## config.mk

```make
export PLATFORM = sky130hd
export DESIGN_NAME = clk_en_irq_gen
export DESIGN_NICKNAME = d
export VERILOG_FILES = /design/src/rtl/clk_en_irq_gen.sv
export SDC_FILE = /design/constraint.sdc
export NUM_CORES = 1
export LEC_CHECK = 0
export CORE_ASPECT_RATIO = 0.7
export CORE_UTILIZATION = 30
export CTS_BUF_LIST = sky130_fd_sc_hd__clkbuf_8
export CTS_CLUSTER_SIZE = 20
export DETAILED_ROUTE_END_ITERATION = 8
export PLACE_DENSITY = 0.49
export REMOVE_ABC_BUFFERS = 1
export SLEW_MARGIN = 20
export SYNTH_ARGS = -nofsm -noshare
export SYNTH_HDL_FRONTEND = slang
export SYNTH_SLANG_ARGS = --single-unit
```

## constraint.sdc

```tcl
create_clock -name clk -period 2.8 [get_ports clk]
set_input_delay 0.56 -clock clk [delete_from_list [all_inputs] [get_ports clk]]
set_output_delay 0.56 -clock clk [all_outputs]
set_load 0.03 [all_outputs]
```

## src/rtl/clk_en_irq_gen.sv

```systemverilog
// clk_en_irq_gen: a bank of programmable clock-enable dividers. Each channel
// produces a one-cycle enable pulse every div+1 clocks plus a square-wave
// phase. One selectable channel clocks an interrupt sequencer that raises irq
// either for one tick period per sequence (windowed) or until acknowledged
// (latched, with a sticky overrun flag).
module clk_en_irq_gen #(
  parameter int NUM_CH = 4,
  parameter int CNT_W  = 16,
  parameter int IRQ_W  = 4
) (
  input  logic                                        clk,
  input  logic                                        rst,
  input  logic                                        run,
  input  logic [NUM_CH*CNT_W-1:0]                     div,
  output logic [NUM_CH-1:0]                           ch_en,
  output logic [NUM_CH-1:0]                           ch_sq,
  input  logic [((NUM_CH > 1) ? $clog2(NUM_CH) : 1)-1:0] irq_src,
  input  logic [IRQ_W-1:0]                            irq_period,
  input  logic [IRQ_W-1:0]                            irq_match,
  input  logic                                        irq_mode,
  input  logic                                        irq_ack,
  output logic                                        irq,
  output logic                                        irq_overrun
);

  localparam int SRC_W = (NUM_CH > 1) ? $clog2(NUM_CH) : 1;
  localparam logic [SRC_W:0] NUM_CH_V = (SRC_W + 1)'(NUM_CH);

  logic [CNT_W-1:0] cnt_q [NUM_CH];
  logic [CNT_W-1:0] cnt_d [NUM_CH];
  logic [CNT_W-1:0] div_ch [NUM_CH];

  logic [SRC_W-1:0] src_sel;
  logic             tick;
  logic             match_hit;

  logic [IRQ_W-1:0] icnt_q, icnt_d;
  logic             irq_q, irq_d;
  logic             ovr_q, ovr_d;

  // Per-channel enable/phase decode and next count. Using ">=" rather than
  // "==" means a divisor lowered below the running count still yields exactly
  // one pulse on the next evaluated cycle and then wraps to 0.
  always_comb begin
    for (int i = 0; i < NUM_CH; i++) begin
      div_ch[i] = div[i*CNT_W +: CNT_W];
      ch_en[i]  = run && (cnt_q[i] >= div_ch[i]);
      ch_sq[i]  = cnt_q[i] > (div_ch[i] >> 1);
      if (!run) begin
        cnt_d[i] = cnt_q[i];
      end else if (cnt_q[i] >= div_ch[i]) begin
        cnt_d[i] = '0;
      end else begin
        cnt_d[i] = cnt_q[i] + CNT_W'(1);
      end
    end
  end

  // Channel counter registers; reset dominates run.
  always_ff @(posedge clk) begin
    for (int i = 0; i < NUM_CH; i++) begin
      if (rst) begin
        cnt_q[i] <= '0;
      end else begin
        cnt_q[i] <= cnt_d[i];
      end
    end
  end

  // Interrupt source select; out-of-range selections fall back to channel 0.
  always_comb begin
    src_sel = irq_src;
    if ({1'b0, irq_src} >= NUM_CH_V) begin
      src_sel = '0;
    end
  end

  assign tick = ch_en[src_sel];

  // A match only counts when the match value lies inside the sequence, so a
  // match above the period can never raise irq (even just after the period
  // is lowered below a running icnt).
  assign match_hit = tick && (icnt_q == irq_match) && (irq_match <= irq_period);

  // Interrupt sequencer next state. Windowed mode updates irq only on ticks,
  // which also makes a latched->windowed mode switch take effect at the next
  // tick. In latched mode a set beats a simultaneous ack, and ack is ignored
  // while run=0 so irq is frozen along with everything else.
  always_comb begin
    icnt_d = icnt_q;
    irq_d  = irq_q;
    ovr_d  = ovr_q;
    if (tick) begin
      icnt_d = (icnt_q >= irq_period) ? '0 : icnt_q + IRQ_W'(1);
    end
    if (!irq_mode) begin
      if (tick) begin
        irq_d = match_hit;
      end
    end else begin
      if (match_hit) begin
        irq_d = 1'b1;
        if (irq_q && !irq_ack) begin
          ovr_d = 1'b1;
        end
      end else if (irq_ack && run) begin
        irq_d = 1'b0;
      end
    end
  end

  // Interrupt sequencer registers.
  always_ff @(posedge clk) begin
    if (rst) begin
      icnt_q <= '0;
      irq_q  <= 1'b0;
      ovr_q  <= 1'b0;
    end else begin
      icnt_q <= icnt_d;
      irq_q  <= irq_d;
      ovr_q  <= ovr_d;
    end
  end

  assign irq         = irq_q;
  assign irq_overrun = ovr_q;

endmodule

```

==> impl_metrics.csv <==
group,metric,value,unit
timing,worstMarginPinSlew,0.481,ns
yosys,yosysSeqAreaShare,0.227,
clocking,total_number_of_h_tree_levels,3,
drt,drtAntennaViolNets,0,
run_status,status,"finished, violations left",
die,initial_core_util,0.309,
die,floorplan.io_pins,89,
clocking,tritoncts.num_buffers,9,
global_route,grt_start_max_net_pins,16,
drt,vias_after_detailed_routing,5951,
global_route,global_route.overflow_total,0,
yosys,yosys_warnings,0,
timing,slew-limit-headroom,0.677,
global_route,global_route_wire_length_before_repair,29.4,mm
yosys,netlist_top_cells_area,"sky130_fd_sc_hd__ha_1 28%, sky130_fd_sc_hd__dfxtp_1 23%, sky130_fd_sc_hd__xor2_1 6.8%",
timing,worst_clock_skew,0.0136,ns
timing,period_needed,2.91,ns
placement,dp_slack,-0.832,ns
yosys,synth.avg_cell_area,8.14,um^2
drt,routed_wl,17.9,mm
worst_setup_path,worstSetupPathType,"in -> out",
die,rows,43,
power,p_leak,4.53,nW
placement,cell_count_post_placement,1238,
min_path,hold_path.class,"reg -> reg",
clocking,clock_tree.buffer_depth,2,
yosys,post_synth_top_flop,"sky130_fd_sc_hd__dfxtp_1",
power,design_power_total,2.59,mW
clocking,cts_tree,"done",
final_layout,final_layout_size_suffix_gt1_frac,0.370,
yosys,post_synthesis_cell_area,0.00618,mm^2
yosys,synthesis.instances,759,
global_route,grt_util_all_layers,0.175,
final_layout,area_growth_syn_to_layout,58.9,%
die,die-area,0.0212,mm^2
clocking,number_of_hold_repair_buffers_added_at_the_cts_stage,0,
timing,setup_viol_count_final,1,
timing,hold_slack,0.470,ns
timing,fmax,343,MHz
run_status,failed_checks,"setup timing",
worst_setup_path,worst_ep_required_time,2.24,ns
yosys,synthDominantAreaCellType,"sky130_fd_sc_hd__ha_1",
worst_setup_path,setup.worst_path.start_class,"primary input",
clocking,clock-root-buffer,"sky130_fd_sc_hd__clkbuf_8",
placement,io_buffers,88,
final_layout,nNetsFinal,1226,
power,power.ir.vdd_worst,255,uV
timing,timing.final.max_slew_violations,0,
die,coreArea,0.0200,mm^2
die,fp.dieH,122,um
yosys,synth.distinct_cells,49,
final_layout,antenna_cells,0,
worst_setup_path,critPathMaxFanout,3,
drt,detail_route.vias_per_cell,4.63,
global_route,grt_pass1_vias,5927,
placement,place.detailed.hpwl,13.6,mm
die,floorplan.die.width,174,um
timing,post-route-period-util,1.04,
drt,route.detailed.drc,0,
worst_setup_path,worstPathArrival,2.35,ns
yosys,post-synth-top-area-fraction,0.277,
global_route,grt_antenna_before_repair,0,
drt,initialDrtViolationCount,255,
clocking,cts.sink_count,70,
final_layout,layout.cells.non_filler,1285,
yosys,synth_seq_cells,70,
clocking,clkTransAtPathRegs,0.08,ns
timing,layout_setup_ws,-0.115,ns
drt,number_of_iterations_in_the_first_detailed_routing_pass,4,
yosys,fraction_of_registers_with_async_set_or_reset_after_synthesis,0,
timing,grt_setup_unrepaired,"yes",
final_layout,final_util,0.490,
timing,final-hold-violation-count,0,
worst_setup_path,setup.worst_path.end_class,"output port",
drt,wl_per_cell,13.9,um
placement,place.gp.congestion,0.838,
yosys,synth_edf_count,0,
clocking,clock_insertion_delay_worst_skew,0.37,ns
flow_run,maxCapViolCount,0,
power,power_density,264,mW/mm^2
-- through the flow --
| stage | cell area [um^2] | setup TNS [ns] |
|---|---|---|
| after floorplan | 6110 | 0 |
| final | 9820 | -0.115 |
| after global routing | 9820 | -0.343 |
| after CTS | 9470 | -0.152 |
| after detailed placement | 8360 | -25.02 |
| after global placement | 8360 | -23.50 |
-- logic make-up (layout without fill, tap and decap cells) --
| family | count (synthesis) | in the layout | synth area share |
|---|---|---|---|
| and+or+nand+nor | 275 | 275 | 0.218 |
| adders and majority gates | 137 | 137 | 0.277 |
| AOI/OAI and AO/OA | 125 | 125 | 0.127 |
| buffers and inverters | 85 | 341 | 0.0547 |
| DFF | 70 | 70 | 0.227 |
| xor gates and xnor gates | 64 | 64 | 0.0907 |
| muxes | 3 | 3 | 0.00506 |
-- report_power, final --
part / switching (mW) / internal, mW / total [mW]
Combinational: 0.283 / 0.353 / 0.636
Sequential: 0.0130 / 1.00 / 1.02
Clock: 0.423 / 0.517 / 0.940
Total: 0.719 / 1.87 / 2.59
-- flip-flops by register name, indices dropped and copies added (netlist names) --
signal	cells
cnt_q	64
icnt_q	4
irq_overrun	1
irq	1
-- synth_stat cells, types with 2 or more instances --
cell and instances:
sky130_fd_sc_hd__ha_1 137, sky130_fd_sc_hd__nor2_1 94, sky130_fd_sc_hd__inv_1 73, sky130_fd_sc_hd__dfxtp_1 70
sky130_fd_sc_hd__nand2_1 49, sky130_fd_sc_hd__xor2_1 48, sky130_fd_sc_hd__a21oi_1 38, sky130_fd_sc_hd__nand3_1 34
sky130_fd_sc_hd__o21ai_0 29, sky130_fd_sc_hd__nand4_1 24, sky130_fd_sc_hd__a21o_1 16, sky130_fd_sc_hd__nor2b_1 16
sky130_fd_sc_hd__xnor2_1 16, sky130_fd_sc_hd__o21a_1 13, sky130_fd_sc_hd__and3_1 12, sky130_fd_sc_hd__nor3_1 11
sky130_fd_sc_hd__clkbuf_1 9, sky130_fd_sc_hd__a31oi_1 8, sky130_fd_sc_hd__nand2b_1 8, sky130_fd_sc_hd__and4_1 6
sky130_fd_sc_hd__nor4_1 6, sky130_fd_sc_hd__nand4b_1 4, sky130_fd_sc_hd__o221ai_1 3, sky130_fd_sc_hd__or2_2 3
sky130_fd_sc_hd__or4_1 3, sky130_fd_sc_hd__a211oi_1 2, sky130_fd_sc_hd__mux2i_1 2, sky130_fd_sc_hd__o211a_1 2
sky130_fd_sc_hd__o21bai_1 2, sky130_fd_sc_hd__o311ai_0 2
-- path summary, 6_finish.rpt --
check / start / end / slack [ns] / cells past startpoint
setup / recovery: div[43] / ch_en[2] / -0.11 / 9
hold / removal: irq_overrun / irq_overrun / 0.47 / 2
setup reg to reg: cnt_q[3][0] / icnt_q[0] / 0.21 / 11
hold reg to reg: irq_overrun / irq_overrun / 0.47 / 2
-- worst max-delay path, stage by stage --
cell and delay [ns]:
sky130_fd_sc_hd__dlygate4sd2_1 0.21, sky130_fd_sc_hd__inv_2 0.06, sky130_fd_sc_hd__ha_4 0.27, sky130_fd_sc_hd__nand4_1 0.11, sky130_fd_sc_hd__or4_1 0.53, sky130_fd_sc_hd__nor3_2 0.18, sky130_fd_sc_hd__or4_4 0.17, sky130_fd_sc_hd__and2_4 0.14
sky130_fd_sc_hd__buf_6 0.13
-- layer usage --
layer	wire, um	GRT usage	up-vias
met1	9600	0.253	2672
met5	0	0	-
met3	692	0.0393	12
li1	-	-	3181
met2	7430	0.265	86
met4	175	0.0343	0
-- cell type report --
| type | instances | area (um^2) |
|---|---|---|
| fill | 1931 | 10200 |
| multi-input combinational | 604 | 5460 |
| clock buffer | 10 | 138 |
| tap | 270 | 338 |
| clock inverter | 6 | 77.6 |
| timing repair buffer | 252 | 2100 |
| inverter | 73 | 274 |
| sequential | 70 | 1430 |
-- placed cells by master (no fill, tap or decap), types with 6 or more instances in the layout --
cell type | netlist | final
sky130_fd_sc_hd__a21o_1 | 16 | 16
sky130_fd_sc_hd__a21oi_1 | 38 | 29
sky130_fd_sc_hd__a21oi_2 | 0 | 9
sky130_fd_sc_hd__and3_1 | 12 | 12
sky130_fd_sc_hd__and4_1 | 6 | 6
sky130_fd_sc_hd__buf_2 | 0 | 6
sky130_fd_sc_hd__buf_4 | 0 | 160
sky130_fd_sc_hd__buf_6 | 1 | 9
sky130_fd_sc_hd__clkbuf_8 | 0 | 10
sky130_fd_sc_hd__clkdlybuf4s50_1 | 0 | 25
sky130_fd_sc_hd__dfxtp_1 | 70 | 55
sky130_fd_sc_hd__dfxtp_2 | 0 | 11
sky130_fd_sc_hd__dlygate4sd2_1 | 0 | 32
sky130_fd_sc_hd__dlymetal6s2s_1 | 0 | 7
sky130_fd_sc_hd__ha_1 | 137 | 77
sky130_fd_sc_hd__ha_4 | 0 | 59
sky130_fd_sc_hd__inv_1 | 73 | 22
sky130_fd_sc_hd__inv_2 | 0 | 53
sky130_fd_sc_hd__nand2_1 | 49 | 41
sky130_fd_sc_hd__nand2_2 | 0 | 7
sky130_fd_sc_hd__nand2b_1 | 8 | 6
sky130_fd_sc_hd__nand3_1 | 34 | 34
sky130_fd_sc_hd__nand4_1 | 24 | 24
sky130_fd_sc_hd__nor2_1 | 94 | 91
sky130_fd_sc_hd__nor2b_1 | 16 | 14
sky130_fd_sc_hd__nor3_1 | 11 | 6
sky130_fd_sc_hd__o21a_1 | 13 | 13
sky130_fd_sc_hd__o21ai_0 | 29 | 12
sky130_fd_sc_hd__o21ai_1 | 1 | 15
sky130_fd_sc_hd__xnor2_1 | 16 | 16
sky130_fd_sc_hd__xor2_1 | 48 | 48
-- what timing repair did --
action	in CTS	in global routing
gates resized for setup	271	65
gates cloned	0	0
setup endpoints to repair	14	23
buffers inserted	23	8
pin swaps	91	54
(Power assumes the default switching activity.)
